**src/rtl/ha_pkg.sv**
```systemverilog
// Shared types and constants for the half-adder result collector.
package ha_pkg;

  localparam int HA_WIDTH = 8;

  typedef enum logic {
    COLLECT = 1'b0,
    FULL    = 1'b1
  } col_state_e;

endpackage

```
**src/rtl/ha_collector.sv**
```systemverilog
// Packs a stream of half-adder sum/carry pairs LSB-first into words, with a
// carry popcount, partial-word flush and a one-deep output register.
module ha_collector
  import ha_pkg::*;
#(
  parameter int WIDTH = HA_WIDTH,
  parameter int CNT_W = $clog2(WIDTH + 1)
) (
  input  logic             clk,
  input  logic             rst,
  input  logic             in_valid,
  input  logic             in_sum,
  input  logic             in_carry,
  output logic             in_ready,
  input  logic             flush,
  output logic             out_valid,
  input  logic             out_ready,
  output logic [WIDTH-1:0] out_sum,
  output logic [WIDTH-1:0] out_carry,
  output logic [CNT_W-1:0] out_cnt,
  output logic             out_short
);

  col_state_e       state_q, state_d;
  logic [WIDTH-1:0] sum_buf_q, sum_buf_d;
  logic [WIDTH-1:0] carry_buf_q, carry_buf_d;
  logic [CNT_W-1:0] idx_q, idx_d;
  logic [CNT_W-1:0] cnt_q, cnt_d;
  logic             short_buf_q, short_buf_d;
  logic             out_valid_q, out_valid_d;
  logic [WIDTH-1:0] out_sum_q, out_sum_d;
  logic [WIDTH-1:0] out_carry_q, out_carry_d;
  logic [CNT_W-1:0] out_cnt_q, out_cnt_d;
  logic             out_short_q, out_short_d;

  logic             accept;
  logic             out_free;
  logic             complete;
  logic             emit;
  logic [WIDTH-1:0] bit_sel;
  logic [WIDTH-1:0] sum_nx, carry_nx;
  logic [CNT_W-1:0] idx_nx, cnt_nx;

  // Ready depends only on state and reset, never on in_valid.
  assign in_ready  = (state_q == COLLECT) && !rst;
  assign out_valid = out_valid_q;
  assign out_sum   = out_sum_q;
  assign out_carry = out_carry_q;
  assign out_cnt   = out_cnt_q;
  assign out_short = out_short_q;

  always_comb begin
    state_d     = state_q;
    sum_buf_d   = sum_buf_q;
    carry_buf_d = carry_buf_q;
    idx_d       = idx_q;
    cnt_d       = cnt_q;
    short_buf_d = short_buf_q;
    out_valid_d = out_valid_q;
    out_sum_d   = out_sum_q;
    out_carry_d = out_carry_q;
    out_cnt_d   = out_cnt_q;
    out_short_d = out_short_q;

    accept   = in_valid && in_ready;
    out_free = !out_valid_q || out_ready;
    bit_sel  = {{(WIDTH-1){1'b0}}, 1'b1} << idx_q;
    sum_nx   = (accept && in_sum)   ? (sum_buf_q | bit_sel)   : sum_buf_q;
    carry_nx = (accept && in_carry) ? (carry_buf_q | bit_sel) : carry_buf_q;
    idx_nx   = idx_q + CNT_W'(accept);
    cnt_nx   = cnt_q + CNT_W'(accept && in_carry);
    complete = accept && (idx_q == CNT_W'(WIDTH - 1));
    emit     = complete || (flush && ((idx_q != '0) || accept));

    if (out_valid_q && out_ready) out_valid_d = 1'b0;

    unique case (state_q)
      COLLECT: begin
        sum_buf_d   = sum_nx;
        carry_buf_d = carry_nx;
        idx_d       = idx_nx;
        cnt_d       = cnt_nx;
        if (emit) begin
          if (out_free) begin
            out_valid_d = 1'b1;
            out_sum_d   = sum_nx;
            out_carry_d = carry_nx;
            out_cnt_d   = cnt_nx;
            out_short_d = !complete;
            sum_buf_d   = '0;
            carry_buf_d = '0;
            idx_d       = '0;
            cnt_d       = '0;
          end else begin
            // Output still occupied: park the finished word until it drains.
            state_d     = FULL;
            short_buf_d = !complete;
          end
        end
      end
      FULL: begin
        if (out_valid_q && out_ready) begin
          out_valid_d = 1'b1;
          out_sum_d   = sum_buf_q;
          out_carry_d = carry_buf_q;
          out_cnt_d   = cnt_q;
          out_short_d = short_buf_q;
          sum_buf_d   = '0;
          carry_buf_d = '0;
          idx_d       = '0;
          cnt_d       = '0;
          short_buf_d = 1'b0;
          state_d     = COLLECT;
        end
      end
      default: state_d = COLLECT;
    endcase
  end

  always_ff @(posedge clk) begin
    if (rst) begin
      state_q     <= COLLECT;
      sum_buf_q   <= '0;
      carry_buf_q <= '0;
      idx_q       <= '0;
      cnt_q       <= '0;
      short_buf_q <= 1'b0;
      out_valid_q <= 1'b0;
      out_sum_q   <= '0;
      out_carry_q <= '0;
      out_cnt_q   <= '0;
      out_short_q <= 1'b0;
    end else begin
      state_q     <= state_d;
      sum_buf_q   <= sum_buf_d;
      carry_buf_q <= carry_buf_d;
      idx_q       <= idx_d;
      cnt_q       <= cnt_d;
      short_buf_q <= short_buf_d;
      out_valid_q <= out_valid_d;
      out_sum_q   <= out_sum_d;
      out_carry_q <= out_carry_d;
      out_cnt_q   <= out_cnt_d;
      out_short_q <= out_short_d;
    end
  end

endmodule

```
**config.mk**
```make
export PLATFORM = sky130hd
export DESIGN_NAME = ha_collector
export DESIGN_NICKNAME = d
export VERILOG_FILES = /design/src/rtl/ha_pkg.sv /design/src/rtl/ha_collector.sv
export SDC_FILE = /design/constraint.sdc
export NUM_CORES = 1
export LEC_CHECK = 0
export BUFFER_PORTS_ARGS = -buffer_cell sky130_fd_sc_hd__buf_2
export CORE_MARGIN = 3
export CORE_UTILIZATION = 45
export CTS_BUF_LIST = sky130_fd_sc_hd__clkbuf_8 sky130_fd_sc_hd__clkbuf_16
export CTS_CLUSTER_SIZE = 40
export DETAILED_ROUTE_END_ITERATION = 10
export GPL_TIMING_DRIVEN = 0
export SKIP_LAST_GASP = 1
export SLEW_MARGIN = 40
export SYNTH_ARGS = -nofsm -noshare
export SYNTH_HDL_FRONTEND = slang
export SYNTH_SLANG_ARGS = --single-unit
```
**constraint.sdc**
```tcl
create_clock -name clk -period 2.5 [get_ports clk]
set_input_delay 0 -clock clk [delete_from_list [all_inputs] [get_ports clk]]
set_output_delay 0 -clock clk [all_outputs]
set_load 0.1 [all_outputs]
```
## Word-level counts from Yosys, hierarchy flattened

Cells that the tools add are included.

| storage, ports and cells | value |
|---|---|
| input bits | 7 |
| flip-flop bits (word level) | 48 |
| output and inout port bits | 23 |

| cells by class | value |
|---|---|
| bitwise logic cells | 3 |
| shift operators | 1 |
| equal/unequal tests | 5 |
| reductions and logical operators | 16 |
| muxes and demuxes | 45 |
| add/subtract/negate cells | 2 |

Operators with widths:

| cell | number |
|---|---|
| $mux W8 | 13 |
| $pmux W8 S2 | 4 |
| $mux W4 | 8 |
| $pmux W4 S2 | 3 |
| $or A8 B8 Y8 | 2 |
| $mux W1 | 13 |
| $add A4 B1 Y4 | 2 |
| $pmux W1 S2 | 4 |
| $shl A1 B4 Y8 const A | 1 |
| $logic_and A1 B1 Y1 | 7 |
| $ne A2 B2 Y1 const B | 3 |
| $reduce_and A3 Y1 | 2 |
| $eq A4 B3 Y1 const B | 1 |
| $reduce_bool A4 Y1 | 1 |
| $logic_not A1 Y1 | 3 |
| $logic_or A1 B1 Y1 | 3 |
| $ne A2 B1 Y1 const B | 1 |
| $not A1 Y1 | 1 |

## Depth between registers and ports, before layout

| depth | value |
|---|---|
| depth after elaboration | 8 |
| gate-level depth with buffers | 9 |

## Worst setup path after synthesis

OpenSTA, ideal clock, no wires.

| timing path | value |
|---|---|
| path type | register to register |
| from | register state_q |
| to | register short_buf_q |
| stages on the path, launching flop included | 7 |
| setup slack | -175 ps |
| path buffers | 2 |
| required time | 2423 ps |
| data arrival time | 2598 ps |
| cell sequence | dfxtp_1 -> buf_2 -> clkbuf_1 -> nor2_1 -> nand2_1 -> o32a_1 -> a21oi_1 |

| between the ends | value |
|---|---|
| word-level cells in the longest chain between the ends | 8 |

RTL lines:

| what | line | source |
|---|---|---|
| start: declaration | ha_collector.sv:24 | `col_state_e state_q, state_d;` |
| start signal: assignment | ha_collector.sv:134 | `state_q <= state_d;` |
| $not A1 Y1 * | - |  |
| $logic_and A1 B1 Y1 * | ha_collector.sv:45 | `assign in_ready = (state_q == COLLECT) && !rst;` |
| net in_ready | ha_collector.sv:14 | `output logic in_ready,` |
| $logic_and A1 B1 Y1 * | ha_collector.sv:65 | `accept = in_valid && in_ready;` |
| $logic_and A1 B1 Y1 / $logic_or A1 B1 Y1 (equally long branches) | ha_collector.sv:72, ha_collector.sv:73 |  |
| $logic_not A1 Y1 / $logic_and A1 B1 Y1 (equally long branches) | ha_collector.sv:97, ha_collector.sv:73 |  |
| $mux W1 / $logic_or A1 B1 Y1 (equally long branches) | ha_collector.sv:84, ha_collector.sv:73 |  |
| $mux W1 / $ne A2 B2 Y1 (equally long branches) | - |  |
| $pmux W1 S2 / $reduce_and A3 Y1 (equally long branches) | - |  |
| end signal: assignment | ha_collector.sv:139 | `short_buf_q <= short_buf_d;` |
| end: declaration | ha_collector.sv:29 | `logic short_buf_q, short_buf_d;` |

Mark *: on every way through the listed nets, which the timed path passes. The rest lies on a longest branch. The select of a mux whose other input is x is not followed.
A chain may end at the register's enable or synchronous reset.

## Worst setup path after layout

| timing path | value |
|---|---|
| from | register state_q |
| to | register out_cnt_q[1], in the netlist out_cnt[1] |

| between the ends | value |
|---|---|
| word-level cells in the longest chain between the ends | 8 |

RTL lines:

| what | line | source |
|---|---|---|
| $not A1 Y1 | - |  |
| $logic_and A1 B1 Y1 | ha_collector.sv:45 |  |
| $logic_and A1 B1 Y1 | ha_collector.sv:65 |  |
| $logic_and A1 B1 Y1 / $logic_or A1 B1 Y1 (equally long branches) | ha_collector.sv:71, ha_collector.sv:73 |  |
| $add A4 B1 Y4 / $logic_and A1 B1 Y1 (equally long branches) | ha_collector.sv:71, ha_collector.sv:73 |  |
| $mux W4 / $logic_or A1 B1 Y1 (equally long branches) | ha_collector.sv:84, ha_collector.sv:73 |  |
| $mux W4 / $ne A2 B2 Y1 (equally long branches) | - |  |
| $pmux W4 S2 / $reduce_and A3 Y1 (equally long branches) | - |  |
| end signal: assignment | ha_collector.sv:143 | `out_cnt_q <= out_cnt_d;` |
| end: declaration | ha_collector.sv:33 | `logic [CNT_W-1:0] out_cnt_q, out_cnt_d;` |

Parallel ways exist; a longest one is shown, timed or not. The select of a mux whose other input is x is not followed.

==> metrics <==
status complete, no violations; Final TNS setup 0 ns; first-pass GRT wire length 9439 µm; YS warnings 0; IO Pins 30; syn_area_per_cell 9.414 µm²; Switch Pwr 0.0005418 W; fraction of power consumed by the clock network 27.4%; critical path class flop to flop; MaxCap Viol Count 0; most frequent cell after synthesis dfxtp_1; Synth area leader dfxtp_1; multi-input logic area 1222 µm²; routing usage on met1 27.62%; GRT overflow 0; Rel. slew slack 49.01%; CP Launch Type flop; routed wire length 5532 µm; Gate power share 22.3%; Synth Cell Area 2372 µm²; fin crit share 91.48%; Critical Path RT 2.67 ns; actual slew at the worst max-slew pin 0.7629 ns; vias after detailed routing 2013; post-synthesis async set-or-reset flop share 0%; EDFF count, synth 0; sequential power share 50.3%; sequential area share after synthesis 40.51%; Syn Inst Count 252; initial core utilization 48.31%; clk_skew 0.006149 ns; CTS sink cnt 48; Syn Nets 263; core area 4911 µm²; CTS root buf clkbuf_8; Fin. Hold Viols 0; share of cells above drive strength 1 23.78%; vias in the first global route 1904; Die Y 78.61 µm; Synth cell types 51; cell area after layout 2674 µm²; met2 Track Usage GR 28.69%; first drt pass iteration count 4; Max Clk Rate 437.3 MHz; pins over their slew limit 0; P&R area growth vs syn 12.71%; CTS tree done; final-stage net count 297; Crit. Startpoint state_q; Yosys top cell area share 40.51%; GRT met3 Usage 3.211%; TritonCTS Buffers 5; busiest metal layer after global routing met2; H-tree levels 2; Leakage 1.075 nW; peak supply drop 367.8 µV; area post-placement 2595 µm²; Total Power 0.001600 W; Die Area 6179 µm²; largest net degree at the start of global routing 14; FF+latch count, synth 48; crit-path max FO 10; diode count 0; clk_lat worst skew 0.30 ns; Pint 0.001058 W; Via density 5.703; PwrDens 598.3 nW/µm²; switch share 33.87%; 1st-iter DRT viols 170; Seq. cell area 960.9 µm²; reg2reg start state_q; crit path time final 2.287 ns; HP Start out_ready; GRT Resource Usage Total 19.12%; Critical Path AT 2.46 ns; number of fill cells 467; Die Span X 78.61 µm; maximum clock path buffer count 2; hpwl dp 3915 µm; number of remaining DRC errors 0; crit path capture type flop; average wire per standard cell 15.67 µm; top post-synthesis cells by count dfxtp_1 (48), a211oi_1 (30), inv_1 (19); ys flop type dfxtp_1; final RePlAce weighted congestion 0.8036; initial antenna violation count 0; Setup-failing EPs final 0; hold_ws 0.09445 ns; Post-DRT Antenna Nets 0; Port Buffers 27; top post-synthesis cells by area dfxtp_1 (41%), a211oi_1 (9.5%), a31oi_1 (3.7%); row count 25; min-delay worst type primary input to flop; Worst-path clk slew 0.08 ns
## final timing paths
check,endpoint,slack (ns),depth (start not counted)
setup reg to reg,out_cnt[1],0.21,8
setup / recovery,out_cnt[1],0.21,8
hold / removal,short_buf_q,0.09,4
hold reg to reg,out_cnt[3],0.46,2
## worst max-delay path: stages, from the launching register on
cell,delay [ns]
dfxtp_1,0.30
buf_2,0.18
nor4bb_1,0.30
buf_2,0.29
ha_1,0.27
ha_1,0.26
mux2_2,0.27
a211oi_1,0.21
a211oi_1,0.07
## logic make-up after synthesis
| group | count (synthesis) | synth area share (%) |
|---|---|---|
| AOI/OAI and AO/OA | 85 | 27.90 |
| adders and majority gates | 4 | 2.110 |
| and+or+nand+nor | 62 | 16.67 |
| xor gates and xnor gates | 2 | 0.7385 |
| buffers and inverters | 44 | 8.122 |
| DFF | 48 | 40.51 |
| muxes | 7 | 3.956 |
## through the flow
step | setup slack [ns] | util [%] | std cells
global route | -0.01563 | 54.45 | 353
global placement | 0.02320 | 52.82 | 346
floorplan | 0.1317 | - | 252
finish | 0.2130 | 54.45 | 353
CTS | 0.01477 | 54.42 | 353
detailed placement | 0.02848 | 52.84 | 346
## sequential cells by signal, summed over array words and instances, names as in the netlist
register / flops
cnt_q: 4
out_valid: 1
short_buf_q: 1
out_short: 1
idx_q: 4
state_q: 1
sum_buf_q: 8
carry_buf_q: 8
out_cnt: 4
out_carry: 8
out_sum: 8
## power groups by stage
stage               logic, W  clock network (W)  registers (W)
finish              0.000357           0.000438       0.000805
global route        0.000379           0.000469       0.000809
CTS                 0.000358           0.000444       0.000805
detailed placement  0.000356                  0       0.000823
global placement    0.000356                  0       0.000823
floorplan           0.000138                  0       0.000979
## placed cells by master (no fill, tap or decap), types with 2 or more instances in the layout
master / instances
a211oi_1: 30
a21o_1: 5
a21oi_1: 7
a22o_2: 4
a31o_2: 7
a31oi_1: 14
a41oi_1: 2
and3_1: 2
buf_2: 32
buf_4: 2
buf_6: 2
clkbuf_1: 16
clkbuf_8: 5
dfxtp_1: 48
ha_1: 4
inv_1: 20
mux2_2: 3
mux2_4: 4
nand2_1: 2
nand2b_1: 3
nand3_1: 5
nand3b_1: 2
nand4b_1: 2
nor2_1: 8
nor2b_1: 9
nor3_1: 10
nor3b_1: 6
nor4bb_1: 2
o21ai_0: 2
o31ai_1: 2
or4_4: 2
xnor2_1: 2
## per-layer routing
layer  up-vias  routed length (µm)
met1       945                2784
met4         0                  91
met2        49                2390
li1       1010                   -
met3         9                 266
met5         -                   0
## repair_timing
action                                  in CTS  in global routing
resized for setup                            0                  3
setup buffers                                0                  0
hold buffers                                 0                  0
endpoints found under the setup margin       0                  2
## final cells by class
| type | count | share of cell area (%) |
|---|---|---|
| sequential | 48 | 35.94 |
| buffer | 25 | 4.586 |
| clock inverter | 2 | 0.3276 |
| clock buffer | 5 | 2.574 |
| tap | 67 | 3.135 |
| timing repair buffer | 27 | 5.054 |
| multi-input combinational | 160 | 45.72 |
| inverter | 19 | 2.667 |
No activity file was read; power rests on OpenSTA's default activity.
